**config.mk**
```make
export PLATFORM = sky130hd
export DESIGN_NAME = abc_code_sequencer
export DESIGN_NICKNAME = d
export VERILOG_FILES = /design/src/rtl/abc_code_sequencer.sv
export SDC_FILE = /design/constraint.sdc
export NUM_CORES = 1
export LEC_CHECK = 0
export ABC_AREA = 1
export CAP_MARGIN = 20
export CELL_PAD_IN_SITES_DETAIL_PLACEMENT = 1
export CELL_PAD_IN_SITES_GLOBAL_PLACEMENT = 1
export CORE_UTILIZATION = 37
export DETAILED_ROUTE_END_ITERATION = 6
export PLACE_DENSITY = 0.87
export SETUP_SLACK_MARGIN = 0.15
export SKIP_LAST_GASP = 1
export SYNTH_ARGS = -nofsm -noshare
export SYNTH_HDL_FRONTEND = slang
export SYNTH_SLANG_ARGS = --single-unit
```
**constraint.sdc**
```tcl
create_clock -name clk -period 3.55 [get_ports clk]
set_input_delay 0.5325 -clock clk [delete_from_list [all_inputs] [get_ports clk]]
set_output_delay 0.5325 -clock clk [all_outputs]
set_load 0.1 [all_outputs]
```
**src/rtl/abc_code_sequencer.sv**
```systemverilog
// abc_code_sequencer
// Timed 3-bit {a, b, c} select-code generator for the grouped active-low
// decoder stage. A prescaler sets the cycles per step; the code counts up,
// down or ping-pong, and one-cycle step / terminal-count flags accompany
// each new code. Every output comes straight from a register, so the
// decoder never sees a glitch and there is no input-to-output path.

module abc_code_sequencer #(
  parameter int PRESCALE = 4
) (
  input  logic       clk,
  input  logic       rst,
  input  logic       en,
  input  logic [1:0] mode,
  input  logic       load,
  input  logic [2:0] d,
  output logic       a,
  output logic       b,
  output logic       c,
  output logic       step,
  output logic       tc
);

  // Prescaler width: at least one bit, even when PRESCALE is 1.
  localparam int PW = (PRESCALE > 1) ? $clog2(PRESCALE) : 1;
  localparam logic [PW-1:0] PCNT_LAST = PW'(PRESCALE - 1);

  localparam logic [1:0] MODE_HOLD = 2'b00;
  localparam logic [1:0] MODE_UP   = 2'b01;
  localparam logic [1:0] MODE_DOWN = 2'b10;
  localparam logic [1:0] MODE_PING = 2'b11;

  // Ping-pong direction. It only changes on a bounce or a load.
  typedef enum logic {
    DIR_UP   = 1'b0,
    DIR_DOWN = 1'b1
  } dir_t;

  logic [2:0]    code_reg, code_next;
  logic [PW-1:0] pcnt_reg, pcnt_next;
  dir_t          pdir_reg, pdir_next;
  logic          step_reg, step_next;
  logic          tc_reg,   tc_next;

  logic          run;
  logic          at_last;

  // A run cycle needs enable, a non-hold mode and no load. Load outranks run.
  assign run     = en && (mode != MODE_HOLD) && !load;
  assign at_last = (pcnt_reg == PCNT_LAST);

  // State register. Reset is asynchronous and clears everything at once.
  always_ff @(posedge clk or posedge rst) begin
    if (rst) begin
      code_reg <= 3'b000;
      pcnt_reg <= '0;
      pdir_reg <= DIR_UP;
      step_reg <= 1'b0;
      tc_reg   <= 1'b0;
    end else begin
      code_reg <= code_next;
      pcnt_reg <= pcnt_next;
      pdir_reg <= pdir_next;
      step_reg <= step_next;
      tc_reg   <= tc_next;
    end
  end

  // Next-state logic: load, then prescaled advance, otherwise hold.
  always_comb begin
    code_next = code_reg;
    pcnt_next = pcnt_reg;
    pdir_next = pdir_reg;
    step_next = 1'b0;
    tc_next   = 1'b0;

    if (load) begin
      // A load restarts the step interval and the ping-pong direction.
      code_next = d;
      pcnt_next = '0;
      pdir_next = DIR_UP;
    end else if (run) begin
      if (!at_last) begin
        pcnt_next = pcnt_reg + 1'b1;
      end else begin
        pcnt_next = '0;
        step_next = 1'b1;
        case (mode)
          MODE_UP: begin
            code_next = code_reg + 3'd1;
            tc_next   = (code_reg == 3'd7);
          end
          MODE_DOWN: begin
            code_next = code_reg - 3'd1;
            tc_next   = (code_reg == 3'd0);
          end
          MODE_PING: begin
            if (pdir_reg == DIR_UP) begin
              if (code_reg == 3'd7) begin
                // Bounce off the top. 7 is not repeated.
                code_next = 3'd6;
                pdir_next = DIR_DOWN;
                tc_next   = 1'b1;
              end else begin
                code_next = code_reg + 3'd1;
              end
            end else begin
              if (code_reg == 3'd0) begin
                // Bounce off the bottom. 0 is not repeated.
                code_next = 3'd1;
                pdir_next = DIR_UP;
                tc_next   = 1'b1;
              end else begin
                code_next = code_reg - 3'd1;
              end
            end
          end
          default: begin
            // A hold mode never counts as a run cycle. Keep the code.
            code_next = code_reg;
          end
        endcase
      end
    end
  end

  // a is the MSB of the code and c is the LSB.
  assign a    = code_reg[2];
  assign b    = code_reg[1];
  assign c    = code_reg[0];
  assign step = step_reg;
  assign tc   = tc_reg;

endmodule
```
=== Word level (Yosys, flattened, before mapping) ===
Index checks and enable logic that the tools add are counted.

* Eq/ne operators: 5
* Mux-type cells: 26
* Add/subtract/negate cells: 3
* Reduce and logical (&&, ||, !) cells: 11

{| class="wikitable"
|+ Operators by type and width
! kind !! number
|-
| 3-bit two-way mux || 6
|-
| 1-bit two-way mux || 15
|-
| 3-bit one-hot mux with 3 select lines || 1
|-
| 2-bit nonzero test || 4
|-
| 2-bit equality test (second input constant) || 3
|-
| 2-bit two-way mux || 3
|-
| 3-bit AND reduction || 2
|-
| 4-bit nonzero test || 1
|-
| 3-bit by 1-bit adder with 3-bit output (second input constant) || 1
|-
| 3-bit equality test (second input constant) || 1
|-
| 3-bit logical NOT || 1
|-
| 1-bit one-hot mux with 3 select lines || 1
|-
| 3-bit by 1-bit subtractor with 3-bit output (second input constant) || 1
|-
| 2-bit by 1-bit adder with 2-bit output (second input constant) || 1
|-
| 2-bit by 1-bit equality test with 1-bit output (second input constant) || 1
|-
| 1-bit logical AND || 2
|-
| 1-bit logical NOT || 1
|}

* Register bits after elaboration: 8
* Bits of input ports: 9

=== Logic depth before layout (Yosys ltp) ===
* Word-level depth: 7
* Mapped depth: 10
* Gate-level depth less buffers: 10

=== Worst setup path after synthesis ===
OpenSTA, ideal clock, no wires.

* Path kind: flip-flop to flip-flop
* Start: register code_reg[0]
* End: register code_reg[2]
* Arrival time: 1.896 ns
* Setup time: 0.120 ns
* Cell stages (with the launch flop): 10
* Required time: 3.430 ns
* Period minus slack after synthesis: 2.016 ns
* Slack: 1.534 ns
* Buffers on the path: 0
* Cell sequence: dfrtp_1 -> ha_1 -> inv_1 -> ha_1 -> nand3_1 -> nand2_1 -> nor2_1 -> nand2_1 -> nand2_1 -> nand2_1

* Cells in the longest elaborated chain, start to end: 7

{| class="wikitable"
|+ RTL lines
! item !! RTL line !! text
|-
| from (decl) || 39 || <nowiki>logic [2:0] code_reg, code_next;</nowiki>
|-
| from (signal assigned) || 61 || <nowiki>code_reg <= code_next;</nowiki>
|-
| 3-bit by 1-bit adder with 3-bit output (tied with other cells) || 90, 105 ||
|-
| 3-bit two-way mux, on equally long branches || 99, 108 ||
|-
| 3-bit two-way mux || 98 || <nowiki>if (pdir_reg == DIR_UP) begin</nowiki>
|-
| 3-bit one-hot mux with 3 select lines * || 88 || <nowiki>case (mode)</nowiki>
|-
| 3-bit two-way mux * || 83 || <nowiki>if (!at_last) begin</nowiki>
|-
| 3-bit two-way mux * || 82 || <nowiki>end else if (run) begin</nowiki>
|-
| 3-bit two-way mux * || 77 || <nowiki>if (load) begin</nowiki>
|}

Every way passes the cells marked *; elsewhere a longest branch is shown, timed or not. The select of a mux whose other input is x is not followed.
A chain may end at the register's enable or synchronous reset.

=== Worst setup path in the final report ===
* Start: register code_reg[2]
* End: output a

{| class="wikitable"
|+ RTL lines
! item !! RTL line !! text
|-
| to (decl) || 17 || <nowiki>output logic a,</nowiki>
|}

No word-level cell between the ends.

==> impl_metrics.ini <==
[pwr]
total_leakage_power_uw = 0.0004524
ir_worst_vdd_v = 0.0002099
total_power_uw = 409.3
p_per_area_mw_per_mm2 = 455.0

[yosys]
ys_seq_elements = 8
synth.net_count = 125
synthXorXnorAreaFrac_pct = 0
synth_top_family_by_area = simple AND/OR/NAND/NOR gates
synth-adder-area-share_pct = 19.23
synth_top_cell_by_area = dfrtp_1
netlist_area_um2 = 715.7
syn_inst = 105
synth_compound_area_share_pct = 8.217
synth_mux_area_share_pct = 0
synth_cell_types = 17
synth_area_leaders = dfrtp_1 28%, ha_1 19%, nand2_1 17%
ys_warn_count = 0
synth-seq-area-share_pct = 27.97
synth_top_area_share_pct = 27.97
yosys.area_share.simple_pct = 35.14
syn_area_per_cell_um2 = 6.816

[timing]
period_share_pct = 66.62
fin_tns_setup_ns = 0
rsz0062_at_grt = false
relSlewSlack_pct = 35.61
skew_ns = 0.002529
setup_viol = 0
clock.fmax_ghz = 0.4228
final_max_slew_viol_count = 0
period_needed_ns = 2.365
hold_viol_final = 0
worst_slew_pin_slew_ns = 0.9629

[drt]
vias_per_cell = 4.959
drtIter0Drc = 16
wirelength_um = 1912
post-route-drc-count = 0
dr.pass1.iters = 4
wire_per_inst_um = 13.10
vias = 724
ant_nets = 0

[critical_path]
end_kind = output pin
rr_worst_depth = 9
cp-start-kind = register
critPathMaxFanout = 5
critical-path-max-stage-delay_ns = 1.16
crit_type = reg -> out
regToRegSetupSlack_ns = 2.03
cp_top_family = buffers and inverters
cp_data_required_time_ns = 3.02
path_buf_inv = 1
crit_slowest_cell = clkdlybuf4s50_1
rr_endpoint = code_reg[2]$_DFFE_PP0P_
worstReg2RegStart = code_reg[1]$_DFFE_PP0P_
critPathArrivalTime_ns = 1.83
path_cells = clkdlybuf4s50_1

[clock_tree]
hold_buffers = 0
h-tree-depth = 1
cts_root_buffer = clkbuf_4
clkLatencyLatePin_ns = 0.25
cts_resized = 0
clockBufferDepth = 2
cts_buffers = 3
cts.sinks = 8
tritoncts = done
clkTransAtPathRegs_ns = 0.05
post_cts_buffers = 0

[cells_and_area]
final_common_cell = nand2_1
final_cell_mix = 33 x nand2_1, 15 x nor2_1, 14 x inv_1
final_area_um2 = 899.6
largest_reg_flops = 3
fin_nets = 143
antennaDiodeCount = 0
area_delta_synth_final_pct = 25.70
fillCellCount = 247
post_route_cells_drive_above_1_share_pct = 9.917

[grt]
antenna_found_initial = 0
grt_max_degree = 10
grt_overflow = 0
grt_usage_pct = 21.32
grt_pass1_vias = 746
grt_pass1_wl_um = 3167

[status]
status = completed

[die]
die_y_um = 45.98
die_area_mm2 = 0.002114
start_util_pct = 40.57
io-pin-count = 14
fp.dieW_um = 45.98
core.rowCount = 15
core-area_mm2 = 0.001764

[placement]
placed_area_um2 = 877.1
io_buffers = 13
place_hpwl_um = 1630
gp_congestion = 0.7896

[hold_path]
min_path_type = in -> async

[run]
cap_violations = 0
-- routing by layer --
metal / up-vias / track usage, % / routed length [µm]
met5: - / 0 / 0
met4: 0 / 5.294 / 19
met3: 2 / 3.968 / 41
met2: 15 / 40.85 / 1072
met1: 348 / 23.54 / 778
li1: 359 / - / -
-- how the worst max path moves through the flow --
stage                             from                      end  slack, ns  cells past startpoint
5_1_grt        code_reg[2]$_DFFE_PP0P_                        a       1.14                      1
4_1_cts        code_reg[2]$_DFFE_PP0P_                        a       1.17                      1
3_5_place_dp   code_reg[2]$_DFFE_PP0P_                        a       1.45                      1
3_3_place_gp   code_reg[2]$_DFFE_PP0P_                        a       1.46                      1
2_1_floorplan  code_reg[0]$_DFFE_PP0P_  code_reg[2]$_DFFE_PP0P_       1.53                      9
6_report       code_reg[2]$_DFFE_PP0P_                        a       1.19                      1
-- report_power, final --
part | switching (µW) | internal, µW | leakage [µW] | total, µW
Sequential | 15.6 | 104 | 0.000104 | 120
Clock | 29.1 | 38.6 | 0.0000138 | 67.6
Combinational | 154 | 68.0 | 0.000334 | 222
-- cell type report --
class / instances / area [µm²] / area share [%]
Clock buffer: 3 / 22.52 / 2.503
Timing Repair Buffer: 13 / 130.1 / 14.46
Tap cell: 25 / 31.28 / 3.477
Sequential cell: 8 / 200.2 / 22.25
Multi-Input combinational cell: 79 / 447.9 / 49.79
Inverter: 18 / 67.56 / 7.510
-- stage by stage --
stage / util (%) / hold slack, ns / worst slack, ns / instances
6_report: 50.99 / 0.5290 / 1.185 / 146
4_1_cts: 50.99 / 0.5295 / 1.173 / 146
3_3_place_gp: 49.72 / 0.5173 / 1.464 / 143
2_1_floorplan: - / 0.3482 / 1.534 / 105
3_5_place_dp: 49.72 / 0.5301 / 1.449 / 143
5_1_grt: 50.99 / 0.5590 / 1.138 / 146
-- synth_stat cells --
master and n:
dfrtp_1 8, inv_1 14, nand3_4 1, a21oi_1 1
nand3b_2 1, o21ai_0 1, inv_2 4, o21ai_2 1
a31oi_1 2, ha_1 11, nor2_1 15, nand2_1 33
nand3_1 4, nor3_1 2, nand2_2 2, o21a_1 1
o21ai_1 4
-- kinds of logic (layout without fill, tap and decap cells) --
kind of cell,Yosys count,in the layout
simple gates,58,58
buf+inv,18,34
fa+ha+maj,11,11
compound gates,10,10
flops,8,8
No activity file was read; power rests on OpenSTA's default activity.
